<file path="src/rtl/fb_pkg.sv">
// Shared types and defaults for the frame-buffer pixel writer.
package fb_pkg;

    localparam int unsigned H_RES_DEF  = 640;
    localparam int unsigned V_RES_DEF  = 480;
    localparam int unsigned ADDR_W_DEF = 19;
    localparam int unsigned COLOR_W    = 24;

    typedef enum logic [1:0] {
        StIdle,
        StRun,
        StDrain,
        StDone
    } fb_state_t;

    typedef struct packed {
        logic [ADDR_W_DEF-1:0] addr;
        logic [COLOR_W-1:0]    color;
    } fb_entry_t;

endpackage

</file>
<file path="src/rtl/fb_fifo.sv">
// Synchronous FIFO of frame-buffer entries; a push on full succeeds when a pop happens too.
module fb_fifo
    import fb_pkg::*;
#(
    parameter int unsigned DEPTH = 16
) (
    input  logic      Clk,
    input  logic      Reset,
    input  logic      push,
    input  logic      pop,
    input  fb_entry_t din,
    output fb_entry_t dout,
    output logic      full,
    output logic      empty
);

    localparam int unsigned PtrW = $clog2(DEPTH);

    fb_entry_t       mem_q [DEPTH];
    logic [PtrW:0]   wr_ptr_q;
    logic [PtrW:0]   rd_ptr_q;
    logic            do_push;
    logic            do_pop;

    // Extra pointer bit distinguishes full from empty when the indices match.
    assign empty   = (wr_ptr_q == rd_ptr_q);
    assign full    = (wr_ptr_q[PtrW] != rd_ptr_q[PtrW]) &&
                     (wr_ptr_q[PtrW-1:0] == rd_ptr_q[PtrW-1:0]);
    assign do_pop  = pop && !empty;
    assign do_push = push && (!full || do_pop);
    assign dout    = mem_q[rd_ptr_q[PtrW-1:0]];

    always_ff @(posedge Clk) begin
        if (Reset) begin
            wr_ptr_q <= '0;
            rd_ptr_q <= '0;
        end else begin
            if (do_push) wr_ptr_q <= wr_ptr_q + 1'b1;
            if (do_pop)  rd_ptr_q <= rd_ptr_q + 1'b1;
        end
    end

    always_ff @(posedge Clk) begin
        if (do_push) mem_q[wr_ptr_q[PtrW-1:0]] <= din;
    end

endmodule

</file>
<file path="src/rtl/fb_pixel_writer.sv">
// Buffers the rasteriser pixel stream and writes it to a linear frame buffer.
// Optional FB_SKIP_ZERO_EN: black pixels are not written.
module fb_pixel_writer
    import fb_pkg::*;
#(
    parameter int unsigned H_RES  = H_RES_DEF,
    parameter int unsigned V_RES  = V_RES_DEF,
    parameter int unsigned ADDR_W = ADDR_W_DEF,
    parameter int unsigned DEPTH  = 16
) (
    input  logic              Clk,
    input  logic              Reset,
    input  logic              frame_start,
    input  logic              pix_valid,
    input  logic [10:0]       pix_x,
    input  logic [10:0]       pix_y,
    input  logic [23:0]       pix_color,
    input  logic              frame_done_in,
    output logic              mem_we,
    output logic [ADDR_W-1:0] mem_addr,
    output logic [23:0]       mem_wdata,
    input  logic              mem_ready,
    output logic              busy,
    output logic              fb_done,
    output logic              overflow
);

    fb_state_t         state_q, state_d;
    fb_entry_t         in_entry;
    fb_entry_t         fifo_dout;
    fb_entry_t         out_q;
    logic              mem_we_q;
    logic              overflow_q;
    logic [ADDR_W-1:0] lin_addr;
    logic              in_range;
    logic              is_skip;
    logic              accept;
    logic              stage_load;
    logic              bypass;
    logic              fifo_push;
    logic              fifo_pop;
    logic              fifo_full;
    logic              fifo_empty;
    logic              drop;

    assign lin_addr = ADDR_W'(32'(pix_y) * H_RES + 32'(pix_x));
    assign in_range = (32'(pix_x) < H_RES) && (32'(pix_y) < V_RES);

`ifdef FB_SKIP_ZERO_EN
    assign is_skip = (pix_color == 24'h000000);
`else
    assign is_skip = 1'b0;
`endif

    assign accept         = (state_q == StRun) && pix_valid && in_range && !is_skip;
    assign in_entry.addr  = ADDR_W_DEF'(lin_addr);
    assign in_entry.color = pix_color;

    // The output stage refills when empty or when its write retires this cycle.
    // With an empty FIFO the incoming pixel goes straight to the stage.
    assign stage_load = !mem_we_q || mem_ready;
    assign fifo_pop   = stage_load && !fifo_empty;
    assign bypass     = stage_load && fifo_empty && accept;
    assign fifo_push  = accept && !bypass;
    assign drop       = fifo_push && fifo_full && !fifo_pop;

    fb_fifo #(
        .DEPTH (DEPTH)
    ) u_fifo (
        .Clk   (Clk),
        .Reset (Reset),
        .push  (fifo_push),
        .pop   (fifo_pop),
        .din   (in_entry),
        .dout  (fifo_dout),
        .full  (fifo_full),
        .empty (fifo_empty)
    );

    always_ff @(posedge Clk) begin
        if (Reset) begin
            mem_we_q <= 1'b0;
            out_q    <= '0;
        end else if (stage_load) begin
            if (fifo_pop) begin
                mem_we_q <= 1'b1;
                out_q    <= fifo_dout;
            end else if (bypass) begin
                mem_we_q <= 1'b1;
                out_q    <= in_entry;
            end else begin
                mem_we_q <= 1'b0;
            end
        end
    end

    always_ff @(posedge Clk) begin
        if (Reset) begin
            overflow_q <= 1'b0;
        end else if ((state_q == StIdle) && frame_start) begin
            overflow_q <= 1'b0;
        end else if (drop) begin
            overflow_q <= 1'b1;
        end
    end

    always_ff @(posedge Clk) begin
        if (Reset) state_q <= StIdle;
        else       state_q <= state_d;
    end

    always_comb begin
        state_d = state_q;
        unique case (state_q)
            StIdle:  if (frame_start) state_d = StRun;
            StRun:   if (frame_done_in) state_d = StDrain;
            StDrain: if (fifo_empty && (!mem_we_q || mem_ready)) state_d = StDone;
            StDone:  state_d = StIdle;
            default: state_d = StIdle;
        endcase
    end

    assign mem_we    = mem_we_q;
    assign mem_addr  = ADDR_W'(out_q.addr);
    assign mem_wdata = out_q.color;
    assign busy      = (state_q == StRun) || (state_q == StDrain);
    assign fb_done   = (state_q == StDone);
    assign overflow  = overflow_q;

endmodule
</file>
<file path="config.mk">
export PLATFORM = sky130hd
export DESIGN_NAME = fb_pixel_writer
export DESIGN_NICKNAME = d
export VERILOG_FILES = /design/src/rtl/fb_pkg.sv /design/src/rtl/fb_fifo.sv /design/src/rtl/fb_pixel_writer.sv
export SDC_FILE = /design/constraint.sdc
export NUM_CORES = 1
export LEC_CHECK = 0
export ABC_AREA = 1
export BUFFER_PORTS_ARGS = -buffer_cell sky130_fd_sc_hd__buf_2
export CAP_MARGIN = 20
export CORE_UTILIZATION = 45
export DETAILED_ROUTE_END_ITERATION = 7
export HOLD_SLACK_MARGIN = 0.1
export PLACE_DENSITY = 0.59
export REMOVE_ABC_BUFFERS = 1
export SYNTH_ARGS = -nofsm -noshare
export SYNTH_HDL_FRONTEND = slang
export SYNTH_SLANG_ARGS = --single-unit
</file>
<file path="constraint.sdc">
create_clock -name Clk -period 4.2 [get_ports Clk]
set_input_delay 0.63 -clock Clk [delete_from_list [all_inputs] [get_ports Clk]]
set_output_delay 0.63 -clock Clk [all_outputs]
set_load 0.02 [all_outputs]
</file>
[Word level (Yosys, flattened, before mapping)]
Memories as Yosys holds them, arrays and structs flattened. A register that Yosys moved wholly into a read port is not among the register bits.
Cells that the tools add are included.
Word-level totals
  bits in registers: 57
  memories: 1
  bits in writable memories: 688
  input bits: 52
Memories
  u_fifo.mem_q: words 16, width 43, read ports 1, clocked after Yosys merged registers in 1, wr ports 1, line fb_fifo.sv:19  | fb_entry_t mem_q [DEPTH];
Operators by class
  $lt $le $gt $ge: 2
  equality and inequality tests: 9
  multiply operators: 1
  reductions and logical operators: 26
  add/subtract/negate cells: 3
  muxes and demuxes: 12
Operators with widths (number)
  43-bit 2-to-1 mux: 2
  19-bit by 11-bit adder with 19-bit output: 1
  1-bit logical AND: 13
  11-bit by 3-bit multiplier with 12-bit output, second input constant: 1
  11-bit by 10-bit < comparator with 1-bit output, second input constant: 1
  11-bit by 9-bit < comparator with 1-bit output, second input constant: 1
  5-bit by 1-bit adder with 5-bit output, second input constant: 2
  4-bit 2-to-1 mux: 2
  2-bit one-hot mux with 4 select lines: 1
  2-bit 2-to-1 mux: 3
  2-bit inequality test, second input constant: 3
  5-bit equality test: 1
  1-bit zero test: 5
  2-bit equality test, second input constant: 2
  4-bit equality test: 1
  1-bit 2-to-1 mux: 4
  1-bit logical OR: 3
  3-bit AND reduction: 1
  2-bit by 1-bit equality test with 1-bit output, second input constant: 1
  2-bit zero test: 1
  2-bit AND reduction: 1
  2-bit nonzero test: 1
  2-bit OR reduction: 1
  1-bit inequality test: 1

[Longest topological paths before layout]
Gate-level depths: netlist of run 1.
  word-level depth: 9
  gate-level depth with buffers: 16
  depth with buffers taken out: 16

[Cells and area by module]
Synthesis of run 1 repeated with hierarchy kept, for this count alone.
Unflattened totals
  cells, all modules: 2533
  area, all modules: 30676.9 µm²
By module, submodules not included
  fb_fifo: instances 1, area each 27639.0 µm², cells an instance 2116
  fb_pixel_writer: instances 1, area each 3037.9 µm², cells an instance 417

[Worst setup path before layout of run 1]
No wires, ideal clock.
  path kind: input to register
  start point: in pix_y[9]
  end point: mem u_fifo.mem_q[11][0] (netlist bit) (enable)
  arrival time: 3.396 ns
  slack: 0.360 ns
  library setup time: 0.444 ns
  cell stages on the path: 7
  cell sequence: nor2_1 -> o21ai_1 -> nor4_4 -> nand2_1 -> nor2_4 -> nand3_1 -> nor2_1
On the way
  cells in the longest elaborated chain, start to end: 9
Ends and longest elaborated chain
  from (decl): line fb_pixel_writer.sv:16  | input logic [10:0] pix_y,
  11-bit by 9-bit < comparator with 1-bit output *: line fb_pixel_writer.sv:47  | assign in_range = (32'(pix_x) < H_RES) && (32'(pix_y) < V_RES);
  1-bit logical AND *: line fb_pixel_writer.sv:47
  1-bit logical AND *: line fb_pixel_writer.sv:55  | assign accept = (state_q == StRun) && pix_valid && in_range && !is_skip;
  1-bit logical AND: line fb_pixel_writer.sv:63  | assign bypass = stage_load && fifo_empty && accept;
  1-bit zero test: line fb_pixel_writer.sv:64  | assign fifo_push = accept && !bypass;
  1-bit logical AND *: line fb_pixel_writer.sv:64
  1-bit logical AND *: line fb_fifo.sv:30  | assign do_push = push && (!full || do_pop);
  1-bit 2-to-1 mux *: line fb_fifo.sv:44  | if (do_push) mem_q[wr_ptr_q[PtrW-1:0]] <= din;
  1-bit 2-to-1 mux (not written as such) *: line fb_fifo.sv:44
  to (decl): line fb_fifo.sv:19
Mark *: on every way between the ends. The rest lies on a longest branch, timed or not.

[Worst setup path after layout of run 1]
  start point: reg state_q[1]
  end point: mem u_fifo.mem_q[4][30] (netlist bit) (enable)
On the way
  cells in the longest elaborated chain, start to end: 9
Ends and longest elaborated chain
  from (decl): line fb_pixel_writer.sv:28  | fb_state_t state_q, state_d;
  from (signal assigned): line fb_pixel_writer.sv:108  | if (Reset) state_q <= StIdle;
  from (signal assigned): line fb_pixel_writer.sv:109  | else state_q <= state_d;
  2-bit by 1-bit equality test with 1-bit output *: line fb_pixel_writer.sv:55
  1-bit logical AND * (2 in series): line fb_pixel_writer.sv:55
  1-bit logical AND: line fb_pixel_writer.sv:63
  1-bit zero test: line fb_pixel_writer.sv:64
  1-bit logical AND *: line fb_pixel_writer.sv:64
  1-bit logical AND *: line fb_fifo.sv:30
  1-bit 2-to-1 mux *: line fb_fifo.sv:44
  1-bit 2-to-1 mux (not written as such) *: line fb_fifo.sv:44
Marked as above.

==> reports/metrics.yaml, run 1 <==
outcome: "finished clean"
hold_path_class: "in -> reg"
crit_required_ns: 4.50
synthesis.area_mm2: 0.0308
drt_iter0_drc: 1752
synthCells: 2538
setup_viol: 0
post_cts_resized: 0
die_area_mm2: 0.0695
cts_hold_buf: 0
clk_latency_ns: 0.61
max_clock_freq_mhz: 332
hold_ws_ns: 0.223
seq_area_frac_synth: 0.710
ys_warn_count: 0
place_area_mm2: 0.0321
comb_power_share: 0.255
htree_levels: 3
nets: 2689
synthToLayoutAreaGrowth_pct: 12.8
synth_top_area_frac: 0.670
fin_crit_ns: 3.01
stdcell_area_mm2: 0.0348
drt_first_pass_iters: 5
gp_congestion: 0.783
cts_tree: "built"
yosys.area.top_type: "edfxtp_1"
end_kind: "flip-flop"
core_mm2: 0.0675
viasPerCell: 5.61
final_common_cell: "edfxtp_1"
die_w_um: 264
arrival_ns: 3.31
synth.area.top_cells: "edfxtp_1 67%, nor2_1 6.7%, o21ai_0 5.0%, dfxtp_1 4.0%, o211ai_1 2.4%"
crit_path_top_delay_cell: "nor2_4"
slowest_delay_ns: 0.58
power.internal_w: 0.0142
clk_transition_reported_paths_ns: 0.06
maxSlewViolCount: 0
clock-sinks: 749
p_leak_nw: 12.0
antenna_found_initial: 1
cp-start-kind: "flip-flop"
drive_gt1_frac: 0.115
grt_first_pass_wirelength_mm: 115
dpl_worst_slack_ns: 0.786
grt_max_degree: 211
finalHoldViolCount: 0
cts_root_buffer: "clkbuf_16"
drc: 0
postCtsSetupRepairBufs: 0
p_clk_frac: 0.332
grt_setup_unrepaired: "no"
route.detailed.wl_per_inst_um: 21.2
drv_cap: 0
dr_total_vias: 19885
slew_headroom: 0.172
tightestPinTransition_ns: 1.24
critPathMostFrequentCell: "nand2_1"
dp_hpwl_mm: 39.7
clock_path_buffers: 3
grt_usage: 0.215
p_sw_frac: 0.325
finalCritPeriodShare: 0.716
overflow: 0
portBuffers: 98
crit_chain: "inv_1 > ha_1 > nand2_1 > nor4_4 > nand2_1 > nor2_4 > nand2_1 > nor2_4 > buf_12"
die_h_um: 264
power_density_mw_per_mm2: 607
avgSynthCellArea_um2: 12.1
start_util: 0.457
wirelength_mm: 75.0
ant_nets: 0
crit_fanout: 29
row_count: 95
cts_made_buffers: 79
seqPwrFrac: 0.412
fin_ws_ns: 1.19
grt_pass1_vias: 19793
synth_cell_types: 41
synth-seq-cells: 749
worstSetupPathType: "reg -> reg"
p_switching_w: 0.00687
ir_drop_mv: 0.432
io_pins: 99
skew_ns: 0.0168
layout_common_cells: "688 x edfxtp_1, 538 x nor2_1, 309 x o21ai_0, 169 x nand2_1, 148 x nand3_1"
-- state kept, by name, indices dropped and copies added (netlist names), named ones only --
signal,flops
mem_addr,19
u_fifo.mem_q,688
u_fifo.rd_ptr_q,5
overflow,1
state_q,2
mem_we,1
mem_wdata,24
u_fifo.wr_ptr_q,5
-- per-stage QoR --
stage / TNS (ns) / total power [W] / cells / util
floorplan: -332.23 / 0.0123 / 2371 / -
global placement: 0 / 0.0142 / 3396 / 0.476
detailed placement: 0 / 0.0143 / 3396 / 0.476
CTS: 0 / 0.0213 / 3543 / 0.515
global route: 0 / 0.0222 / 3543 / 0.515
finish: 0 / 0.0211 / 3544 / 0.515
-- path summary, 6_finish.rpt --
kind,from,end,slack (ns),depth (start not counted)
worst max-delay path,state_q[1],u_fifo.mem_q[4][30],1.19,9
worst min register to register,mem_addr[14],mem_addr[14],0.49,2
worst min-delay path,frame_start,overflow,0.22,2
worst max register to register,state_q[1],u_fifo.mem_q[4][30],1.19,9
-- synth_stat cells, drive strengths merged --
library cell and instances:
edfxtp 688, nor2 559, o21ai 394, nand2 171, nand3 148, o211ai 100
buf 99, inv 82, clkbuf 68, dfxtp 61, o221ai 53, ha 31
a21oi 27, o22ai 20, xor2 12, and2 4, nor3 4, xnor2 3
fa 2, nand4 2, nor3b 2, o21a 2, a211oi 1, a21o 1
clkinv 1, nor4 1, o21bai 1, or2 1
-- area by class of cell --
cell class              instances  area, um2
repair buffers                152       1010
clock buffers                 102       2190
diodes                          1       2.50
clock inverters                45        433
well taps                     873       1090
multi-input cells            1539       7810
flip-flops and latches        749      21900
inverters                      83        330
fillers                      5772      32800
-- worst max-delay path: cells and delay by family (launching register included) --
kind	cells	cell delay (ns)
AND/OR/NAND/NOR	6	1.74
buffers and inverters	2	0.43
flip-flops	1	0.32
adder cells (fa/ha/maj)	1	0.18
-- routing by layer --
layer,GRT usage,share of wire
met1,0.298,0.45
met5,0,0
met3,0.0339,0.063
met4,0.0631,0.018
met2,0.350,0.47
-- cell families after synthesis --
| kind of cell | share of synthesized area |
|---|---|
| and+or+nand+nor | 0.118 |
| DFF | 0.710 |
| AOI/OAI and AO/OA | 0.113 |
| buffers and inverters | 0.0408 |
| adders and majority gates | 0.0139 |
| xor gates and xnor gates | 0.00451 |
-- power groups by stage --
stage                     registers, W  clock network (W)  logic, W
after floorplan                0.00920                  0   0.00314
after global placement         0.00886                  0   0.00530
after detailed placement       0.00887                  0   0.00540
after CTS                      0.00871            0.00713   0.00542
after global routing           0.00874            0.00740   0.00608
final                          0.00871            0.00701   0.00539
Note: power is estimated with default switching activity, not from simulation.
==> run 2, diff against run 1 <==
- ABC_AREA: 1 -> 0
- clock period: 4.2 -> 2.9 ns (I/O delays scaled with it)
==> run 2 against run 1 <==
- power is 27% higher
- first-iteration DRC count is 22% lower
- die area is 4.2% lower
- utilization is 2.2 points higher
- global-route usage is 0.72 points lower
- highest routed layer is now met5
==> reports/metrics.yaml, run 2 <==
htree_levels: 3  # unchanged
finalNonFillerCells: 2612  # -26%
synth_top_cells_by_count: "688 x edfxtp_1, 181 x mux4_2, 98 x a21oi_1"
reg2reg_depth: 6  # -3
antenna_found_initial: 2  # +1
synthToLayoutAreaGrowth_pct: 17.7
dp_hpwl_mm: 37.5  # -5.5%
start_util: 0.456  # about the same
end_kind: "flip-flop"
row_count: 93  # -2.1%
die_w_um: 258  # -2.1%
antenna_cells: 0  # -1
cts_made_buffers: 78  # -1.3%
overflow: 0  # unchanged
portBuffers: 98  # unchanged
avgSynthCellArea_um2: 19.7  # +62%
core_mm2: 0.0647  # -4.2%
wirelength_mm: 68.0  # -9.3%
dr_total_vias: 15112  # -24%
synthCells: 1497  # -41%
synth-seq-cells: 749  # unchanged
arrival_ns: 3.14  # -0.17 ns
ys_warn_count: 0  # unchanged
cts_tree: "built"
grt_usage: 0.208  # -0.00722
cts_root_buffer: "clkbuf_16"
power_density_mw_per_mm2: 770  # +27%
skew_ns: 0.0230  # +0.00613 ns
yosys.area.top_type: "edfxtp_1"
grt_setup_unrepaired: "no"
worst-path-stages: 11  # +2
fin_crit_ns: 2.65
tightestPinTransition_ns: 0.613  # -0.629 ns
postCtsSetupRepairBufs: 0  # unchanged
worstHoldPathCells: 1  # -1
maxSlewViolCount: 0  # unchanged
p_leak_nw: 11.1  # -7.2%
setup_tns_ns: 0  # unchanged
drt_first_pass_iters: 5  # unchanged
final_util: 0.537  # +0.0222
grt_max_degree: 59  # -72%
dp_cells: 2467  # -27%
final_common_cell: "edfxtp_1"
ant_nets: 0  # unchanged
synth_most_common_cell: "edfxtp_1"
cp_num_buf_inv: 2  # unchanged
worstSetupPathType: "in -> reg"
hold_path_class: "in -> reg"
setup_viol: 0  # unchanged
dpl_worst_slack_ns: -0.402  # -1.19 ns
crit_fanout: 17  # -41%
die_area_mm2: 0.0667  # -4.2%
gp_congestion: 0.743  # -5.1%
die_h_um: 258  # -2.1%
drive_gt1_frac: 0.301  # +0.186
drt_iter0_drc: 1361  # -22%
seq_area_frac_synth: 0.741  # +0.0310
ir_drop_mv: 0.455  # +5.4%
path_delay_family: "adder cells"
clk_transition_reported_paths_ns: 0.06  # about the same
synth_top_area_frac: 0.700  # +0.0293
synth_cell_types: 48  # +17%
synthesis.area_mm2: 0.0295  # -4.2%
synth-edff-count: 688  # unchanged
ys_async_sr_fraction: 0  # unchanged
grt_first_pass_wirelength_mm: 101  # -12%
finalHoldViolCount: 0  # unchanged
slew_headroom: 0.591  # +0.419
largest_reg_flops: 688  # unchanged
post_cts_resized: 0  # unchanged
outcome: "finished clean"
clock_path_buffers: 3  # unchanged
synth.area.top_cells: "edfxtp_1 70%, mux4_2 14%, dfxtp_1 4.1%, a21oi_1 1.7%, a211oi_1 1.5%"
io_pins: 99  # unchanged
clock-sinks: 749  # unchanged
crit_required_ns: 3.39  # -1.11 ns
drv_cap: 0  # unchanged
drc: 0  # unchanged
finalCritPeriodShare: 0.914
max_clock_freq_mhz: 377
viasPerCell: 5.79  # +3.1%
route.detailed.wl_per_inst_um: 26.0  # +23%
slowest_delay_ns: 0.48  # -0.10 ns
crit_chain: "buf_2 > ha_1 > ha_1 > fa_1 > xnor2_1 > a2111oi_1 > o211ai_1 > nor4b_2 > xnor2_1 > buf_4 > a41o_1"
layout_common_cells: "688 x edfxtp_1, 181 x mux4_2, 98 x buf_2, 97 x a21oi_1, 82 x clkbuf_16"
synth_flop_cell: "edfxtp_1"
fillers: 5065  # -12%
clk_latency_ns: 0.62  # about the same
cp-start-kind: "primary input"
nets: 1778  # -34%
fin_ws_ns: 0.248  # -0.943 ns
crit_path_top_delay_cell: "fa_1"
grt_pass1_vias: 15549  # -21%
==> run 2: per-layer routing <==
metal  global-route usage  vias to the layer above  wire (um)
met5                    0                        -         12
met4               0.0475                        2        855
met3               0.0295                       63       3860
met2                0.343                      429      33900
met1                0.295                     8058      29400
li1                     -                     6560          -
==> run 2: worst paths after layout <==
path / start / end / slack [ns]
max: pix_y[1] / mem_addr[18] / 0.25
min: pix_color[1] / u_fifo.mem_q[9][1] / 0.21
max reg2reg: flip-flop / mem_addr[18] / 0.52
min reg2reg: mem_wdata[23] / mem_wdata[23] / 0.52
==> run 2: cells by family (layout without fill, tap and decap cells) <==
group,Yosys count,in the layout,share of synthesized area
DFF,749,749,0.741
xor gates and xnor gates,28,28,0.00830
adders and majority gates,33,33,0.0145
and+or+nand+nor,146,146,0.0249
AOI/OAI and AO/OA,227,227,0.0461
buffers and inverters,98,358,0.0153
muxes,216,216,0.150
==> run 2: area by class of cell <==
type / instances / area [um2] / area share
Clock buffer: 102 / 2210 / 0.0635
Clock inverter: 42 / 295 / 0.00850
Inverter: 13 / 48.8 / 0.00140
Multi-Input combinational cell: 650 / 7340 / 0.211
Sequential cell: 749 / 21900 / 0.630
Tap cell: 855 / 1070 / 0.0308
Timing Repair Buffer: 201 / 1890 / 0.0544
==> run 2: where the power goes <==
group          internal [W]  switching, W
Combinational       0.00208       0.00254
Sequential           0.0122      0.000189
Clock               0.00564       0.00406
Total                0.0200       0.00679
==> run 2: stage by stage <==
stage	total power (W)	hold slack (ns)	cell area (um2)
after CTS	0.0271	0.173	34700
final	0.0268	0.208	34700
after detailed placement	0.0174	0.517	32200
after global routing	0.0277	0.204	34700
after global placement	0.0173	0.516	32200
after floorplan	0.0152	0.484	29100
==> run 2: repair_timing <==
action | CTS | global route
hold endpoints to repair | 1 | 0
endpoints found under the setup margin | 0 | 0
hold buffers | 1 | 0
==> run 3, diff against run 2 <==
- PLACE_DENSITY: 0.59 -> 0.62
==> run 3 against run 2 <==
- clock-buffer cell count down 7
- global-route usage down 0.48 points
- register-to-register slack worse by 0.17 ns
- largest power group unchanged
- non-clock buffer count unchanged
- clock power up 2.8%
- worst hold slack worse by 0.016 ns
==> reports/metrics.yaml, run 3 (synthesis gave the netlist of run 2 again) <==
final_util: 0.535  # -0.00168
hold_ws_ns: 0.192  # -0.0161 ns
clk_latency_ns: 0.63  # about the same
tightestPinTransition_ns: 0.764  # +0.151 ns
end_kind: "flip-flop"
wirelength_mm: 66.4  # -2.4%
ant_nets: 0  # unchanged
viasPerCell: 5.79  # about the same
largest_reg_flops: 688  # unchanged
core_mm2: 0.0647  # unchanged
drt_first_pass_iters: 5  # unchanged
crit_chain: "buf_2 > ha_1 > ha_1 > fa_1 > xnor2_1 > a2111oi_1 > o211ai_1 > buf_4 > nor3_1 > xnor2_1 > buf_12"
final_common_cell: "edfxtp_1"
crit_required_ns: 3.27  # -0.12 ns
maxSlewViolCount: 0  # unchanged
route.detailed.wl_per_inst_um: 25.4  # -2.4%
die_area_mm2: 0.0667  # unchanged
layout_common_cells: "688 x edfxtp_1, 181 x mux4_2, 98 x buf_2, 97 x a21oi_1, 78 x clkbuf_16"
cts_root_buffer: "clkbuf_16"
clock_path_buffers: 3  # unchanged
grt_pass1_vias: 15769  # +1.4%
fin_ws_ns: 0.138  # -0.110 ns
crit_fanout: 17  # unchanged
clock-sinks: 749  # unchanged
finalHoldViolCount: 0  # unchanged
setup_viol: 0  # unchanged
io_pins: 99  # unchanged
hold_path_class: "in -> reg"
synthToLayoutAreaGrowth_pct: 17.3
cts_made_buffers: 78  # unchanged
dpl_worst_slack_ns: -0.449  # -0.0470 ns
overflow: 0  # unchanged
die_h_um: 258  # unchanged
grt_usage: 0.203  # -0.00479
nets: 1778  # unchanged
skew_ns: 0.0271  # +0.00411 ns
arrival_ns: 3.13  # about the same
fin_crit_ns: 2.76  # +0.110 ns
clk_transition_reported_paths_ns: 0.06  # about the same
drv_cap: 0  # unchanged
portBuffers: 98  # unchanged
gp_congestion: 0.737  # -0.73%
cts_tree: "built"
htree_levels: 3  # unchanged
finalCritPeriodShare: 0.952  # +0.0380
grt_max_degree: 59  # unchanged
slew_headroom: 0.488  # -0.104
grt_first_pass_wirelength_mm: 99.6  # -1.3%
p_leak_nw: 11.1  # -0.19%
ir_drop_mv: 0.383  # -16%
row_count: 93  # unchanged
slowest_delay_ns: 0.48  # about the same
crit_path_top_delay_cell: "fa_1"
dr_total_vias: 15127  # +0.099%
drive_gt1_frac: 0.302  # +0.000569
drc: 0  # unchanged
drt_iter0_drc: 1144  # -16%
antenna_found_initial: 1  # -1
p_total_w: 0.0269  # +0.55%
path_delay_family: "adder cells"
setup_tns_ns: 0  # unchanged
outcome: "finished clean"
start_util: 0.456  # unchanged
dp_hpwl_mm: 37.0  # -1.5%
power_density_mw_per_mm2: 777  # +0.86%
worstSetupPathType: "in -> reg"
grt_setup_unrepaired: "no"
cp-start-kind: "primary input"
cp_num_buf_inv: 3  # +1
max_clock_freq_mhz: 362  # -4.0%
die_w_um: 258  # unchanged
-- run 3: cell types whose count changed in the layout (fill, tap and decap cells not counted), sizes merged --
| cell | delta |
|---|---|
| inv | +1 |
| bufinv | +6 |
| diode | +1 |
| clkbuf | -7 |
-- run 3: final cells by class --
cell class | count | area [um2]
antenna | 1 | 2.50
clock buffer | 95 | 2040
clock inverter | 49 | 523
fill | 5078 | 30100
inverter | 13 | 48.8
multi-input combinational | 650 | 7340
sequential | 749 | 21900
tap | 855 | 1070
timing repair buffer | 201 | 1720
-- run 3: final timing paths --
kind | startpoint | to | slack, ns | depth (start not counted)
hold reg to reg | mem_wdata[3] | mem_wdata[3] | 0.53 | 2
hold / removal | pix_color[8] | u_fifo.mem_q[12][8] | 0.19 | 1
setup reg to reg | u_fifo.wr_ptr_q[4] | u_fifo.mem_q[2][4] | 0.35 | 6
setup / recovery | pix_y[1] | u_fifo.mem_q[1][41] | 0.14 | 11
-- run 3: through the flow --
step / cells / cell area, um2
2_1_floorplan: 1412 / 29100
3_3_place_gp: 2465 / 32000
3_5_place_dp: 2465 / 32000
4_1_cts: 2610 / 34600
5_1_grt: 2612 / 34600
6_report: 2613 / 34600
-- run 3: timing repair --
item | CTS | global route
setup endpoints to repair | 0 | 1
hold buffers | 1 | 0
setup buffers | 0 | 1
resized for setup | 0 | 0
hold endpoints to repair | 1 | 0
-- run 3: layer usage --
layer | routed length (um) | up-vias | share of wire | global-route usage
li1 | - | 6546 | - | -
met5 | 0 | - | 0 | 0
met1 | 29100 | 8040 | 0.44 | 0.289
met2 | 32700 | 460 | 0.49 | 0.329
met3 | 3540 | 81 | 0.053 | 0.0271
met4 | 1030 | 0 | 0.016 | 0.0575
-- run 3: power breakdown --
group / internal (W) / switching [W] / leakage, nW
logic: 0.00200 / 0.00252 / 3.14
registers: 0.0122 / 0.000167 / 6.68
clock network: 0.00584 / 0.00412 / 1.26
-- run 3: worst register-to-register path: stages (launching register included) --
cell and delay [ns]:
dfxtp_1 0.32, xnor2_1 0.38, xnor2_1 0.13, a21oi_2 0.35
nand2_1 0.32, nor3_2 0.33, buf_12 0.35
